==> config.mk <==
export PLATFORM = sky130hd
export DESIGN_NAME = axi_frame_reader
export DESIGN_NICKNAME = d
export VERILOG_FILES = /design/src/rtl/axi_frame_reader_pkg.sv /design/src/rtl/axi_frame_reader_skid.sv /design/src/rtl/axi_frame_reader.sv
export SDC_FILE = /design/constraint.sdc
export NUM_CORES = 1
export LEC_CHECK = 0
export ABC_AREA = 1
export BUFFER_PORTS_ARGS = -buffer_cell sky130_fd_sc_hd__buf_4
export CORE_UTILIZATION = 35
export DETAILED_ROUTE_END_ITERATION = 7
export GPL_TIMING_DRIVEN = 0
export PLACE_DENSITY = 0.66
export SKIP_LAST_GASP = 1
export SYNTH_ARGS = -nofsm -noshare
export SYNTH_HDL_FRONTEND = slang
export SYNTH_HIERARCHICAL = 1
export SYNTH_SLANG_ARGS = --single-unit
export TNS_END_PERCENT = 100
==> constraint.sdc <==
create_clock -name clk -period 1.63 [get_ports clk]
set_input_delay 0.0815 -clock clk [delete_from_list [all_inputs] [get_ports clk]]
set_output_delay 0.0815 -clock clk [all_outputs]
set_load 0.005 [all_outputs]
==> src/rtl/axi_frame_reader_pkg.sv <==
// Shared channelizer definitions: FSM state encoding and the frame-length
// convention where a programmed length of zero means the maximum (2^LEN_WIDTH).
package axi_frame_reader_pkg;

  typedef enum logic [1:0] {
    ST_IDLE  = 2'd0,
    ST_FRAME = 2'd1,
    ST_GAP   = 2'd2
  } state_e;

  // Words in a frame for a programmed length; zero selects 2^len_width.
  function automatic int unsigned frame_words(input int unsigned len,
                                              input int unsigned len_width);
    return (len == 0) ? (32'd1 << len_width) : len;
  endfunction

endpackage

==> src/rtl/axi_frame_reader_skid.sv <==
// Two-entry output stage (output register plus one skid register) with a
// registered upstream ready; accept_en lets the owner hold ready low.
module axi_skid_buffer #(
  parameter int WIDTH = 33
) (
  input  logic             clk,
  input  logic             async_reset_n,
  input  logic             accept_en,
  input  logic             in_valid,
  input  logic [WIDTH-1:0] in_data,
  output logic             in_ready,
  output logic             out_valid,
  output logic [WIDTH-1:0] out_data,
  input  logic             out_ready
);

  logic             out_valid_q, out_valid_d;
  logic [WIDTH-1:0] out_data_q, out_data_d;
  logic             skid_valid_q, skid_valid_d;
  logic [WIDTH-1:0] skid_data_q, skid_data_d;
  logic             in_ready_q;
  logic             push;
  logic             out_free;

  assign push     = in_valid && in_ready_q;
  assign out_free = !out_valid_q || out_ready;

  // Ready is registered from the next skid occupancy, so a push never meets a
  // full skid register and the skid drains before new words are taken.
  always_comb begin
    out_valid_d  = out_valid_q;
    out_data_d   = out_data_q;
    skid_valid_d = skid_valid_q;
    skid_data_d  = skid_data_q;
    if (out_free) begin
      if (skid_valid_q) begin
        out_valid_d  = 1'b1;
        out_data_d   = skid_data_q;
        skid_valid_d = 1'b0;
      end else if (push) begin
        out_valid_d = 1'b1;
        out_data_d  = in_data;
      end else begin
        out_valid_d = 1'b0;
      end
    end else if (push) begin
      skid_valid_d = 1'b1;
      skid_data_d  = in_data;
    end
  end

  always_ff @(posedge clk or negedge async_reset_n) begin
    if (!async_reset_n) begin
      out_valid_q  <= 1'b0;
      out_data_q   <= '0;
      skid_valid_q <= 1'b0;
      skid_data_q  <= '0;
      in_ready_q   <= 1'b0;
    end else begin
      out_valid_q  <= out_valid_d;
      out_data_q   <= out_data_d;
      skid_valid_q <= skid_valid_d;
      skid_data_q  <= skid_data_d;
      in_ready_q   <= !skid_valid_d && accept_en;
    end
  end

  assign in_ready  = in_ready_q;
  assign out_valid = out_valid_q;
  assign out_data  = out_data_q;

endmodule

==> src/rtl/axi_frame_reader.sv <==
// Frames an upstream word stream into packets of frame_len words with tlast on
// the final word, an optional idle gap after each frame, and a frame counter.
module axi_frame_reader
  import axi_frame_reader_pkg::*;
#(
  parameter int DATA_WIDTH = 32,
  parameter int LEN_WIDTH  = 8,
  parameter int GAP_CYCLES = 0,
  parameter int CNT_WIDTH  = 16
) (
  input  logic                  clk,
  input  logic                  async_reset_n,
  input  logic [LEN_WIDTH-1:0]  frame_len,
  input  logic                  s_axis_tvalid,
  input  logic [DATA_WIDTH-1:0] s_axis_tdata,
  output logic                  s_axis_tready,
  output logic                  m_axis_tvalid,
  output logic [DATA_WIDTH-1:0] m_axis_tdata,
  output logic                  m_axis_tlast,
  input  logic                  m_axis_tready,
  output logic [CNT_WIDTH-1:0]  frame_cnt,
  output logic                  in_frame
);

  // Handshake: a word moves on a rising edge where valid && ready on that side;
  // a valid output holds data, tlast and valid until it is taken.

  localparam bit       HAS_GAP  = (GAP_CYCLES > 0);
  localparam bit [7:0] GAP_LOAD = HAS_GAP ? 8'(GAP_CYCLES - 1) : 8'd0;

  state_e               state_q, state_d;
  logic [LEN_WIDTH-1:0] words_left_q, words_left_d;
  logic [7:0]           gap_cnt_q, gap_cnt_d;
  logic [LEN_WIDTH-1:0] first_left;
  logic                 in_xfer;
  logic                 in_last;
  logic [DATA_WIDTH:0]  out_bus;
  logic [CNT_WIDTH-1:0] frame_cnt_q;

  // Words still to come after the first one of a frame, from the live frame_len.
  assign first_left = LEN_WIDTH'(frame_words(32'(frame_len), LEN_WIDTH) - 32'd1);
  assign in_xfer    = s_axis_tvalid && s_axis_tready;

  always_comb begin
    state_d      = state_q;
    words_left_d = words_left_q;
    gap_cnt_d    = gap_cnt_q;
    in_last      = 1'b0;
    case (state_q)
      ST_IDLE: begin
        if (in_xfer) begin
          words_left_d = first_left;
          if (first_left == '0) begin
            in_last   = 1'b1;
            state_d   = HAS_GAP ? ST_GAP : ST_IDLE;
            gap_cnt_d = GAP_LOAD;
          end else begin
            state_d = ST_FRAME;
          end
        end
      end
      ST_FRAME: begin
        if (in_xfer) begin
          words_left_d = words_left_q - 1'b1;
          if (words_left_q == LEN_WIDTH'(1)) begin
            in_last   = 1'b1;
            state_d   = HAS_GAP ? ST_GAP : ST_IDLE;
            gap_cnt_d = GAP_LOAD;
          end
        end
      end
      ST_GAP: begin
        if (gap_cnt_q == 8'd0) state_d = ST_IDLE;
        else gap_cnt_d = gap_cnt_q - 8'd1;
      end
      default: state_d = ST_IDLE;
    endcase
  end

  always_ff @(posedge clk or negedge async_reset_n) begin
    if (!async_reset_n) begin
      state_q      <= ST_IDLE;
      words_left_q <= '0;
      gap_cnt_q    <= 8'd0;
    end else begin
      state_q      <= state_d;
      words_left_q <= words_left_d;
      gap_cnt_q    <= gap_cnt_d;
    end
  end

  axi_skid_buffer #(
    .WIDTH(DATA_WIDTH + 1)
  ) u_skid (
    .clk           (clk),
    .async_reset_n (async_reset_n),
    .accept_en     (state_d != ST_GAP),
    .in_valid      (s_axis_tvalid),
    .in_data       ({in_last, s_axis_tdata}),
    .in_ready      (s_axis_tready),
    .out_valid     (m_axis_tvalid),
    .out_data      (out_bus),
    .out_ready     (m_axis_tready)
  );

  always_ff @(posedge clk or negedge async_reset_n) begin
    if (!async_reset_n) frame_cnt_q <= '0;
    else if (m_axis_tvalid && m_axis_tready && m_axis_tlast) frame_cnt_q <= frame_cnt_q + 1'b1;
  end

  assign m_axis_tdata = out_bus[DATA_WIDTH-1:0];
  assign m_axis_tlast = out_bus[DATA_WIDTH];
  assign frame_cnt    = frame_cnt_q;
  assign in_frame     = (state_q == ST_FRAME);

endmodule

* Yosys cells after proc, flatten, opt, wreduce, memory -nomap -nowiden
Cells that the tools add are included.
Widths: inputs -> output; s select.
** Operators by class
- $add $sub $neg :: 4
- Multipliers :: 0
- Div/mod/pow operators :: 0
- $lt $le $gt $ge :: 0
- Equal/unequal tests :: 9
- Shift-type cells :: 0
- Mux-type cells :: 25
- Bitwise gates (word level) :: 1
- Reduce and logical (&&, ||, !) cells :: 18
** Operators by type and width (count)
- $mux 33 :: 2
- $mux 8 :: 8
- $logic_not 8->1 :: 3
- $pmux 8 s3 :: 1
- $sub 8x1->8 const B :: 3
- $add 16x1->16 const B :: 1
- $pmux 8 s2 :: 1
- $eq 8x1->1 const B :: 1
- $mux 2 :: 4
- $ne 2x2->1 const B :: 4
- $mux 1 :: 7
- $pmux 2 s3 :: 1
- $reduce_and 6->1 :: 1
- $logic_and 1x1->1 :: 4
- $ne 2x1->1 const B :: 2
- $reduce_and 2->1 :: 2
- $reduce_bool 2->1 :: 2
- $reduce_and 3->1 :: 1
- $reduce_bool 3->1 :: 1
- $eq 2x1->1 const B :: 1
- $eq 2x2->1 const B :: 1
- $logic_not 1->1 :: 2
- $logic_not 2->1 :: 1
- $pmux 1 s2 :: 1
- 2 further kinds :: 2
** Word-level totals
- Register bits :: 103
- Latch bits :: 0
- Memory bits (writable) :: 0
- Bits in read-only memories :: 0
- Input port bits :: 44
- Output and inout port bits :: 52
- Word-level logic and storage cells :: 66
- Memories kept :: 0

* Depth between registers and ports, before layout
- Word-level depth :: 9
- Depth in mapped cells :: 16
- Gate-level depth less buffers :: 16

* By module
Netlist, hierarchy kept.
** Modules (own cells, without submodules)
- axi_skid_buffer :: instances 1, cells each 400, area an instance 3115.5 sq um, sequential area each 1726.7 sq um
- axi_frame_reader :: instances 1, cells each 256, area an instance 2084.5 sq um, sequential area each 850.8 sq um

* Worst setup path before layout
No wires, ideal clock.
- Path kind :: reg2reg
- Start point :: reg words_left_q[5]
- End point :: reg u_skid.out_data_q[32], in the netlist u_skid/out_data[32]
- Library setup time :: 0.065 ns
- Arrival :: 1.585 ns
- Data required time :: 1.565 ns
- Setup slack :: -0.020 ns
- Cell stages (with the launch flop) :: 11
- Path buffers :: 1
- Clock period less this slack :: 1.650 ns
- Path through :: dfrtp_1 > or2_2 > nor3_1 > o22a_1 > buf_2 > nand2_4 > nor2_2 > nand2_1 > nand2_1 > nand3_1 > nand2_1
** On the way
- Cells in the longest elaborated chain, start to end :: 5
** RTL lines
- start, declared :: RTL line axi_frame_reader.sv:32 : logic [LEN_WIDTH-1:0] words_left_q, words_left_d;
- start signal, assigned :: RTL line axi_frame_reader.sv:87 : words_left_q <= words_left_d;
- $eq 8x1->1 :: RTL line axi_frame_reader.sv:65 : if (words_left_q == LEN_WIDTH'(1)) begin
- $mux 1 :: RTL line axi_frame_reader.sv:65
- $pmux 1 s2 :: RTL line axi_frame_reader.sv:49 : case (state_q)
- named net in_last :: RTL line axi_frame_reader.sv:36 : logic in_last;
- $mux 33 :: RTL line axi_frame_reader_skid.sv:40 : end else if (push) begin
- $mux 33 :: RTL line axi_frame_reader_skid.sv:36 : if (skid_valid_q) begin
- end signal, assigned :: RTL line axi_frame_reader_skid.sv:61 : out_data_q <= out_data_d;
- end, declared :: RTL line axi_frame_reader_skid.sv:18 : logic [WIDTH-1:0] out_data_q, out_data_d;
The timed path passes the listed nets, and every way through them passes these cells. The select of a mux whose other input is x is not followed.
A chain may end at the register's enable or synchronous reset.

* Worst setup path in the final report
- Start point :: reg words_left_q[4]
- End point :: reg words_left_q[7]
** On the way
- Cells in the longest elaborated chain, start to end :: 3
** RTL lines
- $sub 8x1->8 :: RTL line axi_frame_reader.sv:64 : words_left_d = words_left_q - 1'b1;
- $mux 8 :: RTL line axi_frame_reader.sv:63 : if (in_xfer) begin
- $pmux 8 s2 :: RTL line axi_frame_reader.sv:49
Every way passes these cells. The select of a mux whose other input is x is not followed.

==> reports/results.tsv <==
metric	value	unit
final_util	50.16	%
wirelength	12.82	mm
clk_pin_slew_worst_paths	0.07	ns
root_buffer	clkbuf_16	
avgRoutedWirePerCell	12.53	um
crit_required	1.85	ns
antenna_left	0	
row_count	44	
worst_slack	0.04118	ns
grt_overflow	0	
synth.area.top_cells	dfrtp_1, nand2_1, nand3_1	
worstMarginPinSlew	0.4570	ns
synth-edff-count	0	
drc_errors	0	
crit_buf_inv	1	
crit_family	simple AND/OR/NAND/NOR gates	
final_hold_viol_count	0	
layout_commonest_cell	nand2_1	
worstPathMaxFanout	2	
avgSynthCellArea	7.927	sq um
synth_top_cell_by_area	dfrtp_1	
dr.pass1.iters	4	
hp-class	in2reg	
timing.rr.start	words_left_q[4]$_DFFE_PN0P_	
final.period_utilization	97.47	%
min_to	frame_cnt[5]$_DFFE_PN0P_	
die_h	123.9	um
grt_max_degree	104	
cp_slowest_cell	dfrtp_1	
status	completed	
maxCapViolCount	0	
r2r-end	words_left_q[7]$_DFFE_PN0P_	
antenna_found_initial	0	
ys_seq_area_share	49.57	%
rsz0062_at_grt	yes	
grt_pass1_vias	4253	
power_density	1208	nW/um^2
grt_pass1_wl	20.36	mm
synth-seq-cells	103	
fmax	0.6294	GHz
r2r_slack	0.04	ns
synth-main-ff-cell	dfrtp_1	
die-area	15350	sq um
start_util	35.78	%
post-place-ws	-0.3158	ns
drive_above_1_share	27.89	%
arrival	1.81	ns
post-dp-hpwl	7.947	mm
worstSetupStartpointType	flop	
vias_per_cell	4.648	
cts.htree.levels	3	
grt_util_all_layers	16.97	%
fin_cells	1023	
end_kind	flop	
hp-start	m_axis_tready	
final_area	7291	sq um
setup_violations	0	
dp.cells	935	
yosys_warnings	6	
slew_viol_final	0	
drtIter0Drc	354	
leakage	3.997	nW
syn_area	5200	sq um
cp_common_cell	nor2_1	
ff2ff_path_depth	8	
synthToLayoutAreaGrowth	40.21	%
ios	96	
synth_cell_types	34	
place.gp.congestion	0.8254	
io_buffers	95	
fin_nets	886	
via_count	4755	
crit_path_cell_trace	or2_4 > buf_4 > nor2_1 > nand3_1 > nor2_1 > xor2_1 > o211ai_1 > o21ai_1	
layout_common_cells	nand2_1, buf_4, dfrtp_1	
synth_top_area_share	49.57	%
synthesis.nets	708	
relSlewSlack	69.54	%
irDropWorstVdd	565.3	uV
holdWs	0.1444	ns
dpl_cell_area	6148	sq um
clkSinkCount	103	
crit_type	reg2reg	
diodes	0	
max_stage_delay	0.38	ns
dieWidth	123.9	um
cts_tree	built	
core	14530	sq um
clk_path_buf_depth	2	
fin_crit	1.589	ns
fin_skew	0.007985	ns
ys_async_sr_fraction	100.0	%
cts_made_buffers	9	
holdPathStages	5	
synthCells	656	
clk_latency	0.35	ns
[worst max path at each step]
stage	from	to	slack, ns	cells past startpoint
3_5_place_dp	frame_len[0]	u_skid/out_data[32]$_DFFE_PN0P_	-0.32	17
3_3_place_gp	frame_len[0]	u_skid/out_data[32]$_DFFE_PN0P_	-0.28	17
5_1_grt	words_left_q[4]$_DFFE_PN0P_	words_left_q[7]$_DFFE_PN0P_	-0.09	8
2_1_floorplan	frame_cnt[0]$_DFFE_PN0P_	frame_cnt[14]$_DFFE_PN0P_	0.02	10
6_report	words_left_q[4]$_DFFE_PN0P_	words_left_q[7]$_DFFE_PN0P_	0.04	8
4_1_cts	gap_cnt_q[3]$_DFFE_PN0P_	u_skid/out_data[32]$_DFFE_PN0P_	-0.02	14
[cell families after synthesis]
| group | share of synthesized area (%) |
|---|---|
| adders and majority gates | 1.925 |
| muxes | 0.2165 |
| AOI/OAI and AO/OA | 2.695 |
| DFF | 49.57 |
| buffers and inverters | 5.606 |
| xor gates and xnor gates | 4.211 |
| and+or+nand+nor | 35.78 |
[cell usage after synthesis (3+ instances only)]
| cell type | n |
|---|---|
| nor2_2 | 7 |
| nor2_1 | 28 |
| nand4_1 | 4 |
| buf_6 | 6 |
| nand3_2 | 4 |
| buf_4 | 5 |
| dfrtp_1 | 103 |
| clkbuf_1 | 4 |
| ha_1 | 8 |
| nand2_2 | 4 |
| nor3_1 | 5 |
| nand2_4 | 4 |
| buf_2 | 9 |
| nand3_1 | 59 |
| a21oi_1 | 3 |
| xor2_1 | 15 |
| xnor2_1 | 10 |
| nand2_1 | 320 |
| inv_1 | 30 |
| o21ai_0 | 11 |
[metrics by stage]
step	power, W	TNS [ns]
6_report	0.008809	0
5_1_grt	0.009434	-0.2383
4_1_cts	0.008574	-0.01845
3_5_place_dp	0.006008	-1.714
3_3_place_gp	0.005968	-1.514
2_1_floorplan	0.004991	0
[state kept, by name, indices dropped and copies added, names as in the netlist]
signal / flops
u_skid/in_ready: 1
gap_cnt_q: 8
u_skid/out_valid: 1
frame_cnt: 16
words_left_q: 8
u_skid/skid_valid_q: 1
u_skid/skid_data_q: 33
state_q: 2
u_skid/out_data: 33
[final cells by class]
class                      instances  area (sq um)
clock buffer                      10         229.0
multi-input combinational        496          2526
sequential                       103          2580
tap                              184         230.2
fill                            1399          7243
timing repair buffer             168          1371
clock inverter                     6         67.56
buffer                            23         160.2
inverter                          33         126.4
[where the power goes]
group	switching, W	internal (W)	leakage [nW]	total [W]
Sequential	0.000404	0.00322	1.31	0.00362
Clock	0.000993	0.00120	0.139	0.00219
Combinational	0.00154	0.00145	2.55	0.00299
Total	0.00294	0.00587	4.00	0.00881
[repair_timing]
item / CTS / global route
resized for setup: 18 / 41
hold buffers: 32 / 1
setup endpoints to repair: 14 / 17
pin swaps: 8 / 18
setup buffers: 29 / 13
hold endpoints to repair: 32 / 33
[worst register-to-register path, delay by kind of cell, from the launching register on]
kind                      cells  cell delay (ns)
buffers and inverters         1             0.14
AOI/OAI and AO/OA             2             0.24
DFF                           1             0.38
and+or+nand+nor               4             0.64
xor gates and xnor gates      1             0.08
[metal layers]
metal	routed length (um)	global-route usage, %
met5	0	0
met4	258	7.068
met3	413	2.930
met2	6130	26.35
met1	6018	23.32
(Power assumes the default switching activity.)
